**config.mk**
```make
export PLATFORM = sky130hd
export DESIGN_NAME = booth_seq_divider
export DESIGN_NICKNAME = d
export VERILOG_FILES = /design/src/rtl/booth_seq_divider.sv
export SDC_FILE = /design/constraint.sdc
export NUM_CORES = 1
export LEC_CHECK = 0
export CORE_ASPECT_RATIO = 1.75
export CORE_UTILIZATION = 25
export DETAILED_ROUTE_END_ITERATION = 10
export HOLD_SLACK_MARGIN = 0.05
export PLACE_DENSITY = 0.41
export SYNTH_ARGS = -nofsm -noshare
export SYNTH_HDL_FRONTEND = slang
export SYNTH_SLANG_ARGS = --single-unit
```
**constraint.sdc**
```tcl
create_clock -name clk -period 6.8 [get_ports clk]
set_input_delay 1.36 -clock clk [delete_from_list [all_inputs] [get_ports clk]]
set_output_delay 1.36 -clock clk [all_outputs]
set_load 0.01 [all_outputs]
```
**src/rtl/booth_seq_divider.sv**
```systemverilog
// booth_seq_divider: multi-cycle signed divider (restoring division on magnitudes).
// One quotient bit per clock, followed by a sign-correction state.
// Handshake: start accepted while busy=0; done pulses for one cycle with results.
// Optional build macro: BOOTH_DIV_EARLY_TERM_EN
//   When defined, |dividend| < |divisor| (divisor non-zero) bypasses the
//   iterations and completes with a 1-cycle latency.
module booth_seq_divider #(
    parameter int unsigned WIDTH = 8
) (
    input  logic             clk,
    input  logic             rst,
    input  logic             start,
    input  logic [WIDTH-1:0] dividend,
    input  logic [WIDTH-1:0] divisor,
    output logic             busy,
    output logic             done,
    output logic [WIDTH-1:0] quotient,
    output logic [WIDTH-1:0] remainder,
    output logic             div_by_zero,
    output logic             overflow
);

    localparam int unsigned CW = (WIDTH > 1) ? $clog2(WIDTH) : 1;
    localparam logic [WIDTH-1:0] MOST_NEG = {1'b1, {(WIDTH-1){1'b0}}};

    typedef enum logic [1:0] {
        IDLE = 2'd0,
        CALC = 2'd1,
        FIX  = 2'd2
    } state_t;

    state_t           state_q;
    logic [CW-1:0]    cnt_q;
    logic [WIDTH:0]   rem_q;      // partial remainder, one guard bit for the trial sign
    logic [WIDTH-1:0] qdvd_q;     // dividend magnitude shifting out, quotient bits shifting in
    logic [WIDTH-1:0] dsr_q;      // divisor magnitude
    logic             sign_n_q;
    logic             sign_d_q;
    logic             dz_q;
    logic             ovf_q;

    logic             busy_q;
    logic             done_q;
    logic [WIDTH-1:0] quotient_q;
    logic [WIDTH-1:0] remainder_q;
    logic             dz_out_q;
    logic             ovf_out_q;

    logic [WIDTH-1:0] dividend_mag;
    logic [WIDTH-1:0] divisor_mag;
    logic             early_term;
    logic [WIDTH:0]   shifted;
    logic [WIDTH:0]   trial;
    logic [WIDTH:0]   rem_d;
    logic [WIDTH-1:0] qdvd_d;
    logic [WIDTH-1:0] quotient_d;
    logic [WIDTH-1:0] remainder_d;

    // Operand magnitudes and the bypass decision for the accepting edge
    always_comb begin
        dividend_mag = dividend[WIDTH-1] ? (~dividend + 1'b1) : dividend;
        divisor_mag  = divisor[WIDTH-1]  ? (~divisor + 1'b1)  : divisor;
`ifdef BOOTH_DIV_EARLY_TERM_EN
        early_term   = (divisor != '0) && (dividend_mag < divisor_mag);
`else
        early_term   = 1'b0;
`endif
    end

    // One restoring-division iteration: shift, trial-subtract, keep or restore
    always_comb begin
        shifted = {rem_q[WIDTH-1:0], qdvd_q[WIDTH-1]};
        trial   = shifted - {1'b0, dsr_q};
        if (!trial[WIDTH]) begin
            rem_d  = trial;
            qdvd_d = {qdvd_q[WIDTH-2:0], 1'b1};
        end else begin
            rem_d  = shifted;
            qdvd_d = {qdvd_q[WIDTH-2:0], 1'b0};
        end
    end

    // Sign correction of the magnitude results; zero divisor forces quotient -1
    always_comb begin
        if (dz_q) begin
            quotient_d = '1;
        end else if (sign_n_q ^ sign_d_q) begin
            quotient_d = ~qdvd_q + 1'b1;
        end else begin
            quotient_d = qdvd_q;
        end
        // With a zero divisor every trial succeeds, so rem_q ends as |dividend|
        // and this same correction reproduces the original dividend.
        remainder_d = sign_n_q ? (~rem_q[WIDTH-1:0] + 1'b1) : rem_q[WIDTH-1:0];
    end

    // Control FSM with registered datapath and outputs
    always_ff @(posedge clk or posedge rst) begin
        if (rst) begin
            state_q     <= IDLE;
            cnt_q       <= '0;
            rem_q       <= '0;
            qdvd_q      <= '0;
            dsr_q       <= '0;
            sign_n_q    <= 1'b0;
            sign_d_q    <= 1'b0;
            dz_q        <= 1'b0;
            ovf_q       <= 1'b0;
            busy_q      <= 1'b0;
            done_q      <= 1'b0;
            quotient_q  <= '0;
            remainder_q <= '0;
            dz_out_q    <= 1'b0;
            ovf_out_q   <= 1'b0;
        end else begin
            done_q <= 1'b0;
            unique case (state_q)
                IDLE: begin
                    if (start) begin
                        sign_n_q <= dividend[WIDTH-1];
                        sign_d_q <= divisor[WIDTH-1];
                        dz_q     <= (divisor == '0);
                        ovf_q    <= (dividend == MOST_NEG) && (divisor == '1);
                        dsr_q    <= divisor_mag;
                        cnt_q    <= CW'(WIDTH - 1);
                        busy_q   <= 1'b1;
                        if (early_term) begin
                            // Quotient magnitude 0, remainder magnitude |dividend|:
                            // the FIX state then yields quotient 0, remainder = dividend.
                            rem_q   <= {1'b0, dividend_mag};
                            qdvd_q  <= '0;
                            state_q <= FIX;
                        end else begin
                            rem_q   <= '0;
                            qdvd_q  <= dividend_mag;
                            state_q <= CALC;
                        end
                    end
                end
                CALC: begin
                    rem_q  <= rem_d;
                    qdvd_q <= qdvd_d;
                    if (cnt_q == '0) begin
                        state_q <= FIX;
                    end else begin
                        cnt_q <= cnt_q - 1'b1;
                    end
                end
                FIX: begin
                    quotient_q  <= quotient_d;
                    remainder_q <= remainder_d;
                    dz_out_q    <= dz_q;
                    ovf_out_q   <= ovf_q & ~dz_q;
                    done_q      <= 1'b1;
                    busy_q      <= 1'b0;
                    state_q     <= IDLE;
                end
                default: begin
                    state_q <= IDLE;
                    busy_q  <= 1'b0;
                end
            endcase
        end
    end

    assign busy        = busy_q;
    assign done        = done_q;
    assign quotient    = quotient_q;
    assign remainder   = remainder_q;
    assign div_by_zero = dz_out_q;
    assign overflow    = ovf_out_q;

endmodule

```
======== Word level (Yosys, flattened, before mapping) ========
Index checks and enable logic that the tools add are counted.
storage, ports and cells
  flip-flop bits (word level) ............. 53
  output and inout bits ................... 20
  word-level logic and storage cells ...... 66
  input port bits ......................... 19
cells by class
  eq/ne operators ......................... 7
  add/subtract/negate cells ............... 6
  bitwise operators ....................... 8
  reductions and logical operators ........ 10
  multiplexer cells ....................... 20
operators with widths
  kind                                                                count
  8-bit 2-to-1 mux                                                    8
  8-bit by 1-bit adder with 8-bit output, second input constant       4
  8-bit NOT                                                           4
  8-bit case mux with 2 select lines                                  2
  8-bit == test, second input constant                                2
  9-bit by 8-bit subtractor with 9-bit output                         1
  8-bit zero test                                                     1
  2-bit AND reduction                                                 4
  3-bit 2-to-1 mux                                                    2
  2-bit inequality test, second input constant                        3
  3-bit case mux with 2 select lines                                  1
  2-bit 2-to-1 mux                                                    2
  2-bit case mux with 2 select lines                                  1
  3-bit zero test                                                     1
  1-bit 2-to-1 mux                                                    3
  3-bit AND reduction                                                 1
  3-bit by 1-bit subtractor with 3-bit output, second input constant  1
  2-bit by 1-bit == test with 1-bit output, second input constant     1
  2-bit == test, second input constant                                1
  2-bit zero test                                                     1
  1-bit NOT                                                           2
  1-bit case mux with 2 select lines                                  1
  2-bit nonzero test                                                  1
  1-bit bitwise AND                                                   1
  2 further kinds                                                     2

======== Logic depth before layout (Yosys ltp) ========
Gate-level depths: netlist of run 1.
  depth after elaboration ................. 5
  depth in mapped cells ................... 10
  depth with buffers taken out ............ 9

======== Worst setup path before layout of run 1 ========
No wires, ideal clock.
  path type ............................... input -> register
  start ................................... input dividend[1]
  end ..................................... register qdvd_q[5]
  arrival time ............................ 2.390 ns
  stages .................................. 6
  data required time ...................... 6.661 ns
  path buffers ............................ 0
  setup slack ............................. 4.272 ns
  setup time .............................. 0.139 ns
  cell sequence ........................... or3_1 > o31ai_2 > xnor2_1 > and3_1 > a21oi_1 > o22ai_1
between the ends
  cells in the longest elaborated chain, start to end .. 5
ends and longest elaborated chain
  what                                    line  source
  start, declared                         13    input logic [WIDTH-1:0] dividend,
  8-bit NOT                               61    dividend_mag = dividend[WIDTH-1] ? (~dividend + 1'b1) : dividend;
  8-bit by 1-bit adder with 8-bit output  61
  8-bit 2-to-1 mux                        61
  8-bit 2-to-1 mux                        119   if (start) begin
  8-bit case mux with 2 select lines      117   unique case (state_q)
  end signal, assigned                    135   qdvd_q <= dividend_mag;
  end signal, assigned                    142   qdvd_q <= qdvd_d;
  end, declared                           35    logic [WIDTH-1:0] qdvd_q;
Every way passes these cells. The select of a mux whose other input is x is not followed.
A chain may end at the register's enable or synchronous reset.

======== Worst setup path after layout of run 1 ========
  start ................................... input start
  end ..................................... register qdvd_q[0]
between the ends
  cells in the longest elaborated chain, start to end .. 2
ends and longest elaborated chain
  what                             line  source
  start, declared                  12    input logic start,
  2-bit inequality test (no line)  --
  2-bit AND reduction (no line)    --
Every way passes these cells.

==> summary.txt, run 1 <==
GRT
  – M3 GR Usage: under 10%
  – GRT Max-Usage Layer: met2
  – Global Route met2 Usage: 24.3%
  – GRT Total Usage: between 10% and 20%
  – GRT overflow: 0
  – Number of global-route vias before repair: 2612
  – Met1 usage: roughly 14%
  – Largest net degree at the start of global routing: 54
  – Initial antenna violation count: 0
  – First-pass GRT wire length: ~13000 um

STA
  – Fin crit share: between 40% and 50%
  – Final setup skew: 9.00 ps
  – Tmin final: between 3000 and 4000 ps
  – Final worst slack: 3790 ps
  – Setup-failing EPs final: 0
  – FMAX: approximately 330 MHz
  – Setup TNS Final: 0 ps
  – RSZ-0062 raised after global routing: false
  – Slew margin rel.: 17.6%
  – Final Hold Fails: 0
  – Slew Limit Fails: 0
  – Worst Max-Slew Pin Slew: about 1200 ps

Synthesis
  – Count leader, synth: nand2_1
  – Synth area leader: dfrtp_1
  – Top post-synthesis cells by area: dfrtp_1 42%, nand2_1 7.9%, ha_1 6.0%, o21ai_0 5.7%, xnor2_1 4.2%
  – Synth Instances: ~360
  – Synth warn: 0
  – Commonest cells post-synth: 66 x nand2_1, 53 x dfrtp_1, 36 x o21ai_0, 26 x inv_1, 25 x nor2_1
  – Synth Register Bits: between 50 and 60
  – Syn_nets: roughly 400
  – Post-synth cell types: 47
  – Syn_area_per_cell: just under 9 um^2
  – Synth Flop Type: dfrtp_1
  – Yosys top cell area share: about 42%
  – Post-synth design cell area: 3140 um^2
  – Post-synth EDFFs: 0
  – Seq/Total Area, Yosys: 42.2%
  – Async S/R FF share, synth: between 90% and 100%

Worst hold path
  – HP Class: reg -> reg

Finish
  – Finished Layout Cells: 560
  – Share of layout cells above drive strength 1: around 4.8%
  – Area growth from synthesis to layout: 22.2%
  – ANT cells: 0
  – Nets: 429

Die
  – Die area: 13000 um^2
  – Initial Util: about a quarter
  – Core box area: 12100 um^2
  – IO Count: 39
  – Core Rows: 53
  – Die Wd: approximately 87 um
  – Die Span Y: between 150 and 200 um

Placement
  – Dpl cells: about 550
  – Dpl hpwl: 5650 um
  – Gpl congestion: 0.749
  – PortBufs: 38
  – Place WS: between 3000 and 4000 ps

Routing
  – First DRT Iteration DRCs: around 130
  – Vias per cell: ~4.4
  – # DRC: 0
  – Final wirelength: around 7300 um
  – Via Count: ~2500
  – Antenna-violating nets left: 0
  – Wire per inst: 13.1 um
  – Drt pass-1 iters: 4

Power
  – Lkg Pwr: ~1.7 nW
  – VDD IR max: 0.000130 V
  – Pwr Density: ~470 nW/um^2

Setup path
  – CP arrival: roughly 3200 ps
  – Crit path launch: start
  – Critical path peak fanout: 22
  – Req. time, crit path: roughly 7000 ps
  – Critical path class: in -> reg
  – Crit. End Element: register
  – R2R Path End: rem_q[2]$_DFFE_PP0P_
  – CP Launch Type: input pin
  – CP endpoint: qdvd_q[0]$_DFFE_PP0P_
  – RR Startpoint: qdvd_q[7]$_DFFE_PP0P_
  – R2r setup slk: around 4200 ps
  – Reg2Reg Depth: 9

Clock tree
  – Skew-Pair Late Insertion Delay: between 200 and 300 ps
  – TritonCTS buffer count: 5
  – TritonCTS clock tree: done
  – CTS Hold Buffers Added: 0
  – H-tree depth: 2
  – Clock slew at reported path FFs: around 70 ps
  – Max Root-Sink Buffers: 2
  – Post-CTS Setup Bufs: 0
  – Root buf cell: clkbuf_16
  – CTS resizes: 0
  – Clock sinks: 53

Flow run
  – Max-cap viol count: 0

Run status
  – Outcome: complete, no violations
worst min-delay path by stage:
stage,from,to,slack [ps],depth (start not counted)
2_1_floorplan,ovf_q$_DFFE_PP0P_,ovf_q$_DFFE_PP0P_,440,2
3_3_place_gp,quotient[5]$_DFFE_PP0P_,quotient[5]$_DFFE_PP0P_,460,2
3_5_place_dp,quotient[5]$_DFFE_PP0P_,quotient[5]$_DFFE_PP0P_,460,2
4_1_cts,quotient[5]$_DFFE_PP0P_,quotient[5]$_DFFE_PP0P_,480,2
5_1_grt,quotient[6]$_DFFE_PP0P_,quotient[6]$_DFFE_PP0P_,520,2
6_report,quotient[2]$_DFFE_PP0P_,quotient[2]$_DFFE_PP0P_,480,2
per-stage QoR:
step	hold slack, ps	instance area (um^2)	util [%]	power, mW
6_report	479	3830	31.6	1.81
3_3_place_gp	459	3670	30.2	1.53
4_1_cts	484	3830	31.6	1.85
5_1_grt	517	3830	31.6	2.01
3_5_place_dp	463	3670	30.2	1.55
2_1_floorplan	440	3140	-	1.30
area by class of cell:
class / instances / area, um^2
Tap cell: 165 / 206
Clock inverter: 2 / 38.8
Inverter: 27 / 101
Multi-Input combinational cell: 268 / 1650
Timing Repair Buffer: 39 / 388
Sequential cell: 53 / 1330
Fill cell: 1326 / 8300
Clock buffer: 6 / 129
worst max-delay path, stage by stage:
cell	delay, ps
clkdlybuf4s50_1	450
nor2_1	130
or2_0	940
nor3_1	80
a221oi_1	240
flip-flops by register name, summed over array words and instances, names as in the netlist:
| register | flops |
|---|---|
| dsr_q | 8 |
| sign_d_q | 1 |
| remainder | 8 |
| ovf_q | 1 |
| done | 1 |
| cnt_q | 3 |
| busy | 1 |
| state_q | 2 |
| div_by_zero | 1 |
| quotient | 8 |
| dz_q | 1 |
| qdvd_q | 8 |
| sign_n_q | 1 |
| overflow | 1 |
| rem_q | 8 |
placed cells by master, fill, tap and decap left out, types with 2 or more instances in the layout:
| cell type | Yosys | final |
|---|---|---|
| inv_1 | 26 | 25 |
| a22oi_1 | 2 | 2 |
| or3_1 | 6 | 6 |
| a221oi_1 | 2 | 2 |
| ha_1 | 15 | 15 |
| inv_2 | 1 | 2 |
| dfrtp_1 | 53 | 53 |
| and3_1 | 2 | 2 |
| o311ai_1 | 3 | 3 |
| nor2_1 | 25 | 25 |
| nor2b_1 | 3 | 3 |
| mux2i_1 | 8 | 8 |
| a211oi_1 | 2 | 2 |
| xnor2_1 | 15 | 15 |
| o21ai_1 | 2 | 2 |
| a31oi_1 | 2 | 2 |
| xor2_1 | 12 | 12 |
| nand2b_1 | 8 | 8 |
| o22ai_1 | 6 | 6 |
| a21oi_1 | 15 | 15 |
| nor3_1 | 5 | 5 |
| o311ai_0 | 2 | 2 |
| nand2_1 | 66 | 66 |
| clkdlybuf4s50_1 | 0 | 38 |
| clkbuf_16 | 0 | 5 |
| nand3_1 | 10 | 10 |
| o21ai_2 | 2 | 2 |
| o21ai_0 | 36 | 36 |
| or2_2 | 2 | 2 |
power by group:
group / switching, mW / leakage [nW] / internal, mW / total, mW
registers: 0.130 / 0.674 / 0.447 / 0.578
logic: 0.506 / 0.931 / 0.438 / 0.944
clock network: 0.119 / 0.0810 / 0.175 / 0.294
kinds of logic (layout without fill, tap and decap cells):
family	Yosys count	after routing	share of synthesized area, %
simple gates	135	135	19.5
compound gates	82	82	16.2
flops	53	53	42.2
buf+inv	42	74	5.34
xor+xnor	27	27	7.53
fa+ha+maj	16	16	6.62
mux	8	8	2.55
routing by layer:
metal / share of wire, % / wire length (um)
met5: 0 / 0
met2: 55 / 4060
met3: 2.1 / 151
met1: 41 / 2980
met4: 1.7 / 125
Note: power is estimated with default switching activity, not from simulation.
==> run 2, diff against run 1 <==
- PLACE_DENSITY: 0.41 -> 0.43
- clock period: 6.8 -> 2.6 ns (I/O delays scaled with it)
==> summary.txt, run 2 (synthesis results as in run 1) <==
Worst hold path
  – HP Class: reg -> reg

STA
  – Fin crit share: 94.0%
  – FMAX: 409 MHz
  – Worst Max-Slew Pin Slew: 673 ps (-564 ps)
  – Setup TNS Final: 0 ps (unchanged)
  – Final Hold Fails: 0 (unchanged)
  – Final setup skew: 5.62 ps (-3.39 ps)
  – Tmin final: roughly 2400 ps
  – Slew margin rel.: 54.8% (+37 points)
  – Setup-failing EPs final: 0 (unchanged)
  – Slew Limit Fails: 0 (unchanged)

Finish
  – Commonest non-fill, non-tap cell in the layout: nand2_1
  – Share of layout cells above drive strength 1: 6.98% (+2.2 points)
  – Fin util: 32.4% (+0.75 points)
  – Commonest non-fill, non-tap cells in the layout: 66 x nand2_1, 53 x dfrtp_1, 38 x clkdlybuf4s50_1
  – Layout fillers: 1272 (-4.1%)
  – Area growth from synthesis to layout: 25.1%
  – Nets: 435 (+1.4%)
  – ANT cells: 0 (unchanged)

GRT
  – Largest net degree at the start of global routing: 34 (-37%)
  – Initial antenna violation count: 0 (unchanged)
  – Number of global-route vias before repair: 2558 (-2.1%)
  – GRT overflow: 0 (unchanged)
  – First-pass GRT wire length: 12800 um (-0.37%)
  – GRT Total Usage: 12.7% (-0.014 points)

Die
  – IO Count: 39 (unchanged)
  – Die Wd: 86.7 um (unchanged)
  – Die Span Y: 150 um (unchanged)
  – Core box area: 12100 um^2 (unchanged)
  – Initial Util: 25.9% (unchanged)
  – Core Rows: 53 (unchanged)
  – Die area: 13000 um^2 (unchanged)

Power
  – Lkg Pwr: 1.73 nW (+2.8%)
  – Pwr Density: 1280 nW/um^2 (+170%)
  – Total power draw: 5.02 mW (+180%)
  – VDD IR max: 0.000386 V (+200%)

Clock tree
  – Max Root-Sink Buffers: 2 (unchanged)
  – Clock sinks: 53 (unchanged)
  – TritonCTS clock tree: done
  – Root buf cell: clkbuf_16
  – CTS Hold Buffers Added: 0 (unchanged)
  – Clock slew at reported path FFs: 70 ps (about the same)
  – TritonCTS buffer count: 5 (unchanged)
  – Skew-Pair Late Insertion Delay: 300 ps (about the same)
  – H-tree depth: 2 (unchanged)

Routing
  – Final wirelength: 7490 um (+2.3%)
  – # DRC: 0 (unchanged)
  – Wire per inst: 13.2 um (+1.3%)
  – Drt pass-1 iters: 4 (unchanged)
  – First DRT Iteration DRCs: 117 (-11%)
  – Vias per cell: 4.48 (+1.2%)
  – Antenna-violating nets left: 0 (unchanged)
  – Via Count: 2536 (+2.3%)

Setup path
  – Req. time, crit path: 2790 ps (-4200 ps)
  – CP Launch Type: register
  – Slowest-stage cell, CP: fa_1
  – CP arrival: 2630 ps (-570 ps)
  – CP max stage delay: 410 ps (-530 ps)
  – Worst path cell trace: inv_1 -> ha_1 -> fa_1 -> nand2b_1 -> a211oi_2 -> mux2i_2 -> buf_4 -> nor2_2 -> o311ai_0
  – Critical path class: reg -> reg
  – Crit. End Element: register
  – Critical path peak fanout: 7 (-68%)

Placement
  – PortBufs: 38 (unchanged)
  – Gpl congestion: 0.790 (+5.6%)
  – Dpl hpwl: 5760 um (+1.9%)

Run status
  – Outcome: complete, no violations

Flow run
  – Max-cap viol count: 0 (unchanged)
-- run 2: per-layer routing --
metal	global-route usage [%]	routed length (um)
met5	0	0
met4	5.00	138
met3	1.70	155
met2	24.6	4210
met1	13.6	2990
-- run 2: worst max-delay path, delay by kind of cell, from the launching register on --
kind	cells	cell delay, ps
multiplexers	1	260
flip-flops	1	340
adder cells (fa/ha/maj)	2	640
buffers and inverters	2	230
AO/OA/AOI/OAI	2	580
AND/OR/NAND/NOR	2	290
-- run 2: layout make-up --
type	count	area [um^2]	share of cell area (%)
Multi-Input combinational cell	269	1660	42.3
Sequential cell	53	1330	33.8
Timing Repair Buffer	44	438	11.2
Tap cell	165	206	5.26
Clock buffer	5	125	3.19
Inverter	27	101	2.58
Clock inverter	3	68.8	1.75
-- run 2: final timing paths --
| kind | start | end | slack (ps) | cells after the start |
|---|---|---|---|---|
| max | qdvd_q[7]$_DFFE_PP0P_ | rem_q[6]$_DFFE_PP0P_ | 160 | 9 |
| min | quotient[1]$_DFFE_PP0P_ | quotient[1]$_DFFE_PP0P_ | 480 | 2 |
| max reg2reg | qdvd_q[7]$_DFFE_PP0P_ | rem_q[6]$_DFFE_PP0P_ | 160 | 9 |
| min reg2reg | quotient[1]$_DFFE_PP0P_ | quotient[1]$_DFFE_PP0P_ | 480 | 2 |
| max in group asynchronous | rst | remainder[2]$_DFFE_PP0P_ | 1430 | 3 |
| min in group asynchronous | rst | quotient[7]$_DFFE_PP0P_ | 600 | 2 |
-- run 2: timing repair --
item	4_1_cts	5_1_grt
resized for setup	0	2
endpoints found under the setup margin	0	8
buffers inserted	0	2
-- run 2: power breakdown --
| group | switching (mW) | internal (mW) | total, mW |
|---|---|---|---|
| clock | 0.318 | 0.556 | 0.874 |
| sequential | 0.332 | 1.17 | 1.50 |
| combinational | 1.43 | 1.22 | 2.64 |
| total | 2.08 | 2.94 | 5.02 |
-- run 2: through the flow --
step                hold WS, ps  cell area [um^2]  setup WS, ps  instances
global placement            461              3700           152        555
floorplan                   440              3140           240        363
global route                499              3930         -14.9        566
CTS                         487              3900          62.7        563
finish                      478              3930           157        566
detailed placement          469              3700          81.8        555
==> run 3, diff against run 2 <==
--- a/config.mk
+++ b/config.mk
@@ -8,6 +8,6 @@
 export CORE_ASPECT_RATIO = 1.75
 export CORE_UTILIZATION = 25
+export CTS_CLUSTER_DIAMETER = 40
 export DETAILED_ROUTE_END_ITERATION = 10
-export HOLD_SLACK_MARGIN = 0.05
 export PLACE_DENSITY = 0.43
 export SYNTH_ARGS = -nofsm -noshare
==> constraint.sdc (replaced) <==
create_clock -name clk -period 2.6 [get_ports clk]
set_input_delay 0.39 -clock clk [delete_from_list [all_inputs] [get_ports clk]]
set_output_delay 0.39 -clock clk [all_outputs]
set_load 0.01 [all_outputs]
==> summary.txt, run 3 (synthesis results as in run 1) <==
STA
  – Final setup skew: 6.81 ps (+1.20 ps)
  – Final Hold Fails: 0 (unchanged)
  – FMAX: 407 MHz (-0.46%)
  – Setup-failing EPs final: 0 (unchanged)
  – Tmin final: 2450 ps (+11.2 ps)
  – Worst Max-Slew Pin Slew: 681 ps (+8.29 ps)
  – Final worst slack: 146 ps (-11.2 ps)
  – Slew margin rel.: 54.3% (-0.56 points)
  – Slew Limit Fails: 0 (unchanged)
  – Fin crit share: 94.4% (+0.43 points)

Die
  – Die area: 13000 um^2 (unchanged)
  – Initial Util: 25.9% (unchanged)
  – Core Rows: 53 (unchanged)
  – Die Wd: 86.7 um (unchanged)
  – Core box area: 12100 um^2 (unchanged)
  – Die Span Y: 150 um (unchanged)
  – IO Count: 39 (unchanged)

Clock tree
  – TritonCTS clock tree: done
  – Clock slew at reported path FFs: 70 ps (about the same)
  – Max Root-Sink Buffers: 2 (unchanged)
  – Skew-Pair Late Insertion Delay: 300 ps (about the same)
  – Root buf cell: clkbuf_16
  – TritonCTS buffer count: 5 (unchanged)
  – Clock sinks: 53 (unchanged)
  – H-tree depth: 2 (unchanged)

Placement
  – PortBufs: 38 (unchanged)
  – Gpl congestion: 0.792 (+0.20%)
  – Place WS: 68.5 ps (-13.3 ps)
  – Dpl cells: 557 (+0.36%)
  – Dpl hpwl: 5740 um (-0.38%)
  – Placed cell areas: 3720 um^2 (+0.41%)

Power
  – Lkg Pwr: 1.73 nW (-0.20%)
  – VDD IR max: 0.000405 V (+5.0%)
  – Total power draw: 4.87 mW (-3.0%)
  – Pwr Density: 1250 nW/um^2 (-2.5%)

Setup path
  – CP Launch Type: register
  – Req. time, crit path: 2790 ps (about the same)
  – Crit. End Element: register
  – Critical path class: reg -> reg
  – CP arrival: 2640 ps (about the same)
  – Critical path peak fanout: 7 (unchanged)

Routing
  – Wire per inst: 12.7 um (-3.8%)
  – Antenna-violating nets left: 0 (unchanged)
  – Via Count: 2565 (+1.1%)
  – # DRC: 0 (unchanged)
  – Drt pass-1 iters: 4 (unchanged)
  – First DRT Iteration DRCs: 134 (+15%)
  – Vias per cell: 4.50 (+0.43%)
  – Final wirelength: 7260 um (-3.1%)

GRT
  – GRT overflow: 0 (unchanged)
  – Largest net degree at the start of global routing: 34 (unchanged)
  – Initial antenna violation count: 0 (unchanged)
  – Number of global-route vias before repair: 2528 (-1.2%)
  – GRT Total Usage: 12.4% (-0.36 points)
  – First-pass GRT wire length: 12400 um (-2.6%)

Finish
  – FF/Latch Area: 1330 um^2 (unchanged)
  – Layout fillers: 1273 (+0.079%)
  – Share of layout cells above drive strength 1: 7.65% (+0.67 points)
  – Fin util: 32.2% (-0.17 points)
  – Commonest non-fill, non-tap cells in the layout: 66 x nand2_1, 53 x dfrtp_1, 38 x clkdlybuf4s50_1
  – Commonest non-fill, non-tap cell in the layout: nand2_1
  – Area growth from synthesis to layout: 24.4%
  – Multi-input logic area: 1650 um^2 (-0.60%)
  – ANT cells: 0 (unchanged)
  – Finished Layout Cells: 570 (+0.71%)
  – Nets: 439 (+0.92%)
  – Final instance area: 3910 um^2 (-0.51%)

Run status
  – Outcome: complete, no violations

Flow run
  – Max-cap viol count: 0 (unchanged)

Worst hold path
  – HP Class: in -> async
[run 3: cell types whose count changed in the layout (fill, tap and decap cells not counted)]
cell / delta
mux2i_1: +1
o311ai_1: +1
bufinv_16: -2
mux2i_2: -1
clkinvlp_4: +1
nor2_2: -1
o311ai_0: -1
clkinv_2: +1
buf_4: +5
[run 3: where the power goes]
| part | leakage [nW] | internal (mW) | switching (mW) | total [mW] |
|---|---|---|---|---|
| logic | 0.985 | 1.31 | 1.39 | 2.71 |
| clock network | 0.0702 | 0.359 | 0.318 | 0.678 |
| registers | 0.674 | 1.17 | 0.311 | 1.48 |
| total | 1.73 | 2.84 | 2.02 | 4.87 |
[run 3: worst paths after layout]
path                                       start                     to  slack (ps)  depth (start not counted)
max                        qdvd_q[7]$_DFFE_PP0P_   rem_q[6]$_DFFE_PP0P_         150                         10
min                                          rst  qdvd_q[0]$_DFFE_PP0P_         470                          2
max reg2reg                qdvd_q[7]$_DFFE_PP0P_   rem_q[6]$_DFFE_PP0P_         150                         10
min reg2reg                 dsr_q[4]$_DFFE_PP0P_   dsr_q[4]$_DFFE_PP0P_         480                          2
max in group asynchronous                    rst   sign_n_q$_DFFE_PP0P_        1570                          3
min in group clk            dsr_q[4]$_DFFE_PP0P_   dsr_q[4]$_DFFE_PP0P_         480                          2
[run 3: timing repair]
item	4_1_cts	5_1_grt
hold buffers	0	0
endpoints found under the hold margin	0	0
setup endpoints to repair	0	9
setup buffers	0	5
gates resized for setup	0	2
[run 3: cell type report]
class / count / share of cell area (%)
repair buffers: 49 / 12.2
clock buffers: 5 / 3.20
flip-flops and latches: 53 / 34.0
well taps: 165 / 5.29
inverters: 27 / 2.59
clock inverters: 3 / 0.545
multi-input cells: 268 / 42.2
[run 3: routing by layer]
layer	global-route usage (%)	wire, um
met1	13.8	2980
met2	23.6	4010
met3	1.70	163
met4	4.25	102
met5	0	0
[run 3: through the flow]
| stage | hold slack [ps] | TNS (ps) |
|---|---|---|
| floorplan | 440 | 0 |
| global placement | 461 | 0 |
| detailed placement | 471 | 0 |
| CTS | 488 | 0 |
| global route | 522 | -27.5 |
| finish | 473 | 0 |
[run 3: critical path, cell delays in order (launching register included)]
cell	delay, ps
dfrtp_1	350
inv_1	80
ha_1	230
fa_1	400
nand2b_1	210
a211oi_2	240
mux2i_1	210
buf_4	150
nor2_4	50
buf_4	140
o311ai_0	290
